**config.mk**
```make
export PLATFORM = sky130hd
export DESIGN_NAME = runahead_issue_queue
export DESIGN_NICKNAME = d
export VERILOG_FILES = /design/src/rtl/runahead_issue_queue.sv
export SDC_FILE = /design/constraint.sdc
export NUM_CORES = 1
export LEC_CHECK = 0
export ABC_AREA = 1
export BUFFER_PORTS_ARGS = -buffer_cell sky130_fd_sc_hd__buf_2
export CAP_MARGIN = 10
export CORE_ASPECT_RATIO = 2
export CORE_MARGIN = 3
export CORE_UTILIZATION = 45
export CTS_CLUSTER_DIAMETER = 40
export DETAILED_ROUTE_END_ITERATION = 8
export PLACE_DENSITY = 0.67
export REMOVE_ABC_BUFFERS = 1
export SLEW_MARGIN = 20
export SYNTH_ARGS = -nofsm -noshare
export SYNTH_HDL_FRONTEND = slang
export SYNTH_SLANG_ARGS = --single-unit
export TNS_END_PERCENT = 5
```
**constraint.sdc**
```tcl
create_clock -name clk -period 3.3 [get_ports clk]
set_input_delay 0.165 -clock clk [delete_from_list [all_inputs] [get_ports clk]]
set_output_delay 0.165 -clock clk [all_outputs]
set_load 0.05 [all_outputs]
```
**src/rtl/runahead_issue_queue.sv**
```systemverilog
// In-order issue queue between decode and execute for a runahead core; tracks
// register usage strobes toward the 16 register state cells on push and pop.
// Latency: push in cycle N is issuable at the earliest in N+1 (no empty bypass).
// Backpressure: InstReady drops when full (a same-cycle pop does not free a slot);
// the head waits while IssueReady is low or one of its source registers is Dirty.
//
// Ports:
//   clk, async_rst (active-high, asynchronous), clk_en (global advance enable)
//   InstValid/InstReady + InstA/InstB/InstUsesB/InstWritesA/InstMultiCycle/InstPayload
//   RegDirty[15:0]         per-register Dirty from the register state cells
//   UsedAsA/UsedAsB/WillBeWritingToA/MarkDirty   push-cycle strobes
//   IssuedAsA/IssuedAsB                          pop-cycle strobes
//   IssueValid/IssueReady + IssueA/IssueB/IssueMultiCycle/IssuePayload
//   Count                  current occupancy (0..DEPTH)

module runahead_issue_queue #(
  parameter int DEPTH     = 4,
  parameter int PAYLOAD_W = 16
) (
  input  logic                   clk,
  input  logic                   async_rst,
  input  logic                   clk_en,

  input  logic                   InstValid,
  output logic                   InstReady,
  input  logic [3:0]             InstA,
  input  logic [3:0]             InstB,
  input  logic                   InstUsesB,
  input  logic                   InstWritesA,
  input  logic                   InstMultiCycle,
  input  logic [PAYLOAD_W-1:0]   InstPayload,

  input  logic [15:0]            RegDirty,

  output logic [15:0]            UsedAsA,
  output logic [15:0]            UsedAsB,
  output logic                   WillBeWritingToA,
  output logic                   MarkDirty,
  output logic [15:0]            IssuedAsA,
  output logic [15:0]            IssuedAsB,

  output logic                   IssueValid,
  input  logic                   IssueReady,
  output logic [3:0]             IssueA,
  output logic [3:0]             IssueB,
  output logic                   IssueMultiCycle,
  output logic [PAYLOAD_W-1:0]   IssuePayload,

  output logic [$clog2(DEPTH):0] Count
);

  localparam int PTR_W = $clog2(DEPTH);
  localparam int CNT_W = PTR_W + 1;

  typedef struct packed {
    logic [3:0]           a;
    logic [3:0]           b;
    logic                 uses_b;
    logic                 writes_a;
    logic                 multi_cycle;
    logic [PAYLOAD_W-1:0] payload;
  } entry_t;

  // Entry storage carries no reset: occupancy is defined solely by count_q.
  entry_t mem_q [DEPTH];

  logic [PTR_W-1:0] head_q, head_d;
  logic [PTR_W-1:0] tail_q, tail_d;
  logic [CNT_W-1:0] count_q, count_d;

  entry_t in_entry;
  entry_t head_entry;
  logic   full;
  logic   empty;
  logic   head_issuable;
  logic   push_fire;
  logic   pop_fire;

  // WritesA is stored with the entry but nothing downstream of the head needs it.
  logic   unused_head_writes_a;

  // ---------------------------------------------------------------------------
  // Occupancy and head readiness
  // ---------------------------------------------------------------------------
  always_comb begin
    full       = (count_q == CNT_W'(DEPTH));
    empty      = (count_q == '0);
    head_entry = mem_q[head_q];

    // Stale storage behind an empty queue is masked by the empty term.
    head_issuable = !empty
                    && !RegDirty[head_entry.a]
                    && (!head_entry.uses_b || !RegDirty[head_entry.b]);

    // Full blocks a push even if the head leaves this cycle, so InstReady
    // depends only on state and never on IssueReady/InstValid.
    push_fire = InstValid && !full && clk_en;
    pop_fire  = head_issuable && IssueReady && clk_en;
  end

  assign unused_head_writes_a = head_entry.writes_a;

  always_comb begin
    in_entry             = '0;
    in_entry.a           = InstA;
    in_entry.b           = InstB;
    in_entry.uses_b      = InstUsesB;
    in_entry.writes_a    = InstWritesA;
    in_entry.multi_cycle = InstMultiCycle;
    in_entry.payload     = InstPayload;
  end

  // ---------------------------------------------------------------------------
  // Pointer / count next state; power-of-two depth makes wrap implicit
  // ---------------------------------------------------------------------------
  always_comb begin
    head_d  = head_q;
    tail_d  = tail_q;
    count_d = count_q;

    if (push_fire) begin
      tail_d = tail_q + PTR_W'(1);
    end
    if (pop_fire) begin
      head_d = head_q + PTR_W'(1);
    end

    case ({push_fire, pop_fire})
      2'b10:   count_d = count_q + CNT_W'(1);
      2'b01:   count_d = count_q - CNT_W'(1);
      default: count_d = count_q;
    endcase
  end

  always_ff @(posedge clk or posedge async_rst) begin
    if (async_rst) begin
      head_q  <= '0;
      tail_q  <= '0;
      count_q <= '0;
    end else begin
      head_q  <= head_d;
      tail_q  <= tail_d;
      count_q <= count_d;
    end
  end

  always_ff @(posedge clk) begin
    if (push_fire) begin
      mem_q[tail_q] <= in_entry;
    end
  end

  // ---------------------------------------------------------------------------
  // Handshake and data outputs
  // ---------------------------------------------------------------------------
  always_comb begin
    InstReady       = !full;
    IssueValid      = head_issuable;
    Count           = count_q;

    IssueA          = '0;
    IssueB          = '0;
    IssueMultiCycle = 1'b0;
    IssuePayload    = '0;
    if (!empty) begin
      IssueA          = head_entry.a;
      IssueB          = head_entry.b;
      IssueMultiCycle = head_entry.multi_cycle;
      IssuePayload    = head_entry.payload;
    end
  end

  // ---------------------------------------------------------------------------
  // State-cell strobes. Reset is folded in so nothing strobes while async_rst
  // is high, even with InstValid asserted against an empty (ready) queue.
  // Push and pop strobe sets are independent and may name the same register.
  // ---------------------------------------------------------------------------
  always_comb begin
    UsedAsA          = '0;
    UsedAsB          = '0;
    WillBeWritingToA = 1'b0;
    MarkDirty        = 1'b0;
    IssuedAsA        = '0;
    IssuedAsB        = '0;

    if (push_fire && !async_rst) begin
      UsedAsA          = 16'h0001 << InstA;
      UsedAsB          = InstUsesB ? (16'h0001 << InstB) : 16'h0000;
      WillBeWritingToA = InstWritesA;
      // Multi-cycle results land later via the load path, so the destination
      // is marked Dirty at dispatch to hold back dependants.
      MarkDirty        = InstWritesA && InstMultiCycle;
    end

    if (pop_fire && !async_rst) begin
      IssuedAsA = 16'h0001 << head_entry.a;
      IssuedAsB = head_entry.uses_b ? (16'h0001 << head_entry.b) : 16'h0000;
    end
  end

  // ---------------------------------------------------------------------------
  // Structural invariants
  // ---------------------------------------------------------------------------
  a_count_bound: assert property (@(posedge clk) disable iff (async_rst)
    count_q <= CNT_W'(DEPTH));

  a_no_push_when_full: assert property (@(posedge clk) disable iff (async_rst)
    full |-> !push_fire);

  a_no_pop_when_empty: assert property (@(posedge clk) disable iff (async_rst)
    empty |-> !pop_fire);

endmodule

```
Word-level counts from Yosys, hierarchy flattened
Memories as Yosys holds them, arrays and structs flattened.
Index checks and enable logic that the tools add are counted.
- logic and storage cells: 54
- memories kept: 1
- input port bits: 48
- output and inout bits: 96
- memory bits (writable): 108
- register bits: 7
- $add $sub $neg: 4
- shift operators: 4
- muxes and demuxes: 19
- reduce and logical (&&, ||, !) cells: 18
- equal/unequal tests: 3
- $lt $le $gt $ge: 2
- memory list (memory ; depth ; bits a word ; read ports ; clocked after memory_dff ; write ports ; RTL line ; text):
    mem_q ; 4 ; 27 ; 1 ; 0 ; 1 ; 65 ; entry_t mem_q [DEPTH];
- operators by type and width (operator ; number):
    2-to-1 mux 16 bit ; 7
    left shift 1 x 4 -> 16 bit, first input constant ; 4
    less-than comparator 4 x 5 -> 1 bit, second input constant ; 2
    logical AND 1 bit ; 9
    binary-select mux 1 bit (select 4 bit) ; 2
    2-to-1 mux 4 bit ; 2
    2-to-1 mux 1 bit ; 7
    zero test 1 bit ; 6
    one-hot mux 3 bit (2 select lines) ; 1
    adder 2 x 1 -> 2 bit, second input constant ; 2
    adder 3 x 1 -> 3 bit, second input constant ; 1
    == test 3 bit, second input constant ; 1
    zero test 3 bit ; 1
    subtractor 3 x 1 -> 3 bit, second input constant ; 1
    == test 2 x 1 -> 1 bit, second input constant ; 1
    == test 2 bit, second input constant ; 1
    nonzero test 2 bit ; 1
    logical OR 1 bit ; 1

Logic depth before layout (Yosys ltp)
An unclocked memory read counts as a cell.
- depth in word-level cells: 10
- depth in mapped cells: 22

Worst setup path after synthesis
No wires, ideal clock.
- kind: reg-to-reg
- start: register count_q[0], in the netlist Count[0]
- end: memory mem_q[0][0] (netlist name), enable pin
- path buffers: 0
- setup slack: 0.227 ns
- clock period less this slack: 3.073 ns
- setup time: 0.409 ns
- required time: 2.891 ns
- stages on the path, launching flop included: 5
- arrival time: 2.664 ns
- cell sequence: dfrtp_1 > nor3_1 > inv_1 > nand3_1 > nor2_1
- cells in the longest elaborated chain, start to end: 6
- RTL lines (element ; RTL line ; text):
    start, declared ; 69 ; logic [CNT_W-1:0] count_q, count_d;
    start signal, assigned ; 143 ; count_q <= count_d;
    == test 3 bit ; 86 ; full = (count_q == CNT_W'(DEPTH));
    zero test 1 bit ; - ;
    named net InstReady ; 25 ; output logic InstReady,
    logical AND 1 bit (2 in series) ; 97 ; push_fire = InstValid && !full && clk_en;
    2-to-1 mux 1 bit ; 148 ; if (push_fire) begin
    2-to-1 mux 1 bit (not written as such) ; 149 ; mem_q[tail_q] <= in_entry;
    end, declared ; 65 ;
The timed path passes the listed nets, and every way through them passes these cells.

Worst setup path in the final report
- start: register head_q[0]
- end: output port IssuedAsA[15]
- cells in the longest elaborated chain, start to end: 10
- RTL lines (element ; RTL line ; text):
    start, declared ; 67 ; logic [PTR_W-1:0] head_q, head_d;
    start signal, assigned ; 137 ; head_q <= '0;
    start signal, assigned ; 141 ; head_q <= head_d;
    memory read (4 x 27 bit) * ; - ;
    binary-select mux 1 bit (select 4 bit) (on tied branches) ; 92, 93 ;
    2-to-1 mux 1 bit (on tied branches) ; 92, 93 ;
    zero test 1 bit (on tied branches) ; 92, 93 ;
    logical AND 1 bit / logical OR 1 bit (equally long branches) ; 92, 93 ;
    logical AND 1 bit ; 93 ; && (!head_entry.uses_b || !RegDirty[head_entry.b]);
    logical AND 1 bit (2 in series) ; 98 ; pop_fire = head_issuable && IssueReady && clk_en;
    logical AND 1 bit ; 195 ; if (pop_fire && !async_rst) begin
    2-to-1 mux 16 bit * ; 195 ;
    end, declared ; 39 ; output logic [15:0] IssuedAsA,
Every way passes the cells marked *; elsewhere a longest branch is shown, timed or not. The select of a mux whose other input is x is not followed.

==> summary.txt <==
Outcome = completed
Clock tree buffer depth = 2
Area post-placement = 6770 µm²
Clk Latency, worst-skew pair = 0.34 ns
Top_reg_cell synth = edfxtp_1
Core area = 12700 µm²
Post-synth top area cell = edfxtp_1
RSZ-0062 raised after global routing = false
GR Overflow Total = 0
Fraction of registers with async set/reset = 6.31%
Vias/cell = 5.29
Global routing usage on met1 = 21.6%
GRT Overall Usage = 21.0%
Setup Crit Path Kind = reg -> out
Avg Inst Size Synth = 9.23 µm²
Post-Route WL = 15.3 mm
Synth area leaders = edfxtp_1, nor2_1, nand2_1
Area Growth Syn to Fin = 20.7%
Worst Skew = 0.0108 ns
Tightest Pin Transition = 0.853 ns
Peak fanout along the critical path = 34
Layout cells sized above 1 = 30.6%
Startpoint types = register
Design Power = 6.57 mW
Routed WL per cell = 16.3 µm
Ports = 144
Final hold violations = 0
Antenna Cells = 0
Busiest grt layer = met2
Routed Antenna Nets = 0
Slew margin rel. = 43.2%
CTS Buf Count = 9
VDD IR max = 0.000750 V
Fin. max-slew vios = 0
Initial antenna violation count = 0
Post-CTS sizing = 0
Buffers on Ports = 143
Synth top area share = 52.9%
Post-synth EDFFs = 104
Vias in the first global route = 4937
Post-placement cell count = 918
# hold bufs at CTS = 0
Syn Inst Count = 639
Pwr per Cell Area = 924 nW/µm²
Initial DRC Count = 246
Syn. warnings = 0
CTS tree = built
Yosys cell types = 32
Largest net degree at the start of global routing = 35
Max Cap Viol = 0
# DRC = 0
DIE AREA = 14600 µm²
Synthesized flop and latch total = 111
WHS = 0.0345 ns
Met3 GRT Util = 2.64%
Most frequent cell after synthesis = nor2_1
Fmax achieved = 0.324 GHz
CP Data Arrival Time = 2.92 ns
Top cells by count, synth = nor2_1, nand2_1, edfxtp_1
Postcts setup bufs = 0
Worst endpoint required time = 3.13 ns
Vias = 4945
GPL Wtd Cong = 0.891
Fin util = 56.0%
Chip height = 168 µm
Reg clk slew, reported paths = 0.08 ns
Fin nets = 833
Final Cycle Share = 93.4%
Setup-failing EPs final = 0
Critical Path Sink Type = output port
First-pass GRT wire length = 24.0 mm
Static Leak = 3.01 nW
Final instance area = 7120 µm²
Initial Utilization = 46.4%
Met2 usage = 39.3%
Site Rows = 58
HP Class = in -> reg
Detail Placement HPWL = 11.1 mm
Synth Cell Area = 5900 µm²
Post-Layout Cell Count = 934
# H-tree levels = 3
CTS Root Cell = clkbuf_16
CTS Sinks = 111
Router iterations before antenna repair = 4
Post-synthesis sequential area ratio = 55.9%
Crit path time final = 3.08 ns
Chip width = 87.0 µm
critical path, cell delays in order, from the launching register on:
cell and delay, ns:
dfrtp_2 0.42, buf_6 0.23, nand2_1 0.08, nand3_1 0.08, nand2_1 0.18, inv_2 0.22
nand3_1 0.14, nand2_1 0.09, nor2_1 0.05, nor2_2 0.19, nand4_4 0.11, clkbuf_8 0.28
nor3_1 0.18, buf_2 0.30
per-layer routing:
layer,wire length [µm],vias up
met5,0,-
met1,5380,2328
met3,806,34
met2,8490,171
li1,-,2412
met4,591,0
cell type report:
type	instances	area (µm²)
Multi-Input combinational cell	441	2240
Sequential cell	111	3300
Inverter	56	218
Timing Repair Buffer	160	860
Clock buffer	9	225
Fill cell	1148	5580
Tap cell	150	188
Clock inverter	7	87.6
power by group:
part           internal (mW)  switching [mW]  leakage, nW
clock network          0.606           0.501        0.154
registers               1.72          0.0788         1.02
logic                  0.906            2.76         1.83
stage by stage:
step | TNS, ns | setup WS (ns)
floorplan | -28.71 | -1.21
global placement | 0 | 0.285
detailed placement | 0 | 0.204
CTS | 0 | 0.00386
global route | 0 | 0.00159
finish | 0 | 0.217
registers in the layout (all words and copies together), names as in the netlist:
signal,cells
mem_q,104
Count,3
head_q,2
tail_q,2
cells in the final DEF, fill, tap and decap left out, types with 3 or more instances in the layout:
cell,n
buf_2,142
nor2_1,134
nand2_1,106
edfxtp_1,104
nand3_1,61
inv_1,50
o21ai_0,38
nor3_2,30
a21oi_1,21
buf_4,14
clkbuf_16,9
nor2_2,7
dfrtp_1,6
or2_2,6
nor3_1,5
nand3_2,5
ha_1,5
nand2_2,4
inv_2,4
nand3b_1,4
xor2_1,3
clkinv_4,3
cell families after synthesis:
kind of cell	share of synthesized area (%)
flip-flops	55.9
adder cells (fa/ha/maj)	1.40
AO/OA/AOI/OAI	5.79
buffers and inverters	6.58
XOR/XNOR	0.594
AND/OR/NAND/NOR	29.7
final timing paths:
kind,from,end,slack (ns),cells after the start
setup / recovery,head_q[0],IssuedAsA[15],0.22,13
hold / removal,InstPayload[4],mem_q[3][4],0.03,1
setup reg to reg,head_q[0],Count[2],0.31,17
hold reg to reg,Count[0],Count[0],0.58,1
max in group asynchronous,async_rst,head_q[0],2.87,2
min in group asynchronous,async_rst,Count[1],0.17,2
Note: power is estimated with default switching activity, not from simulation.
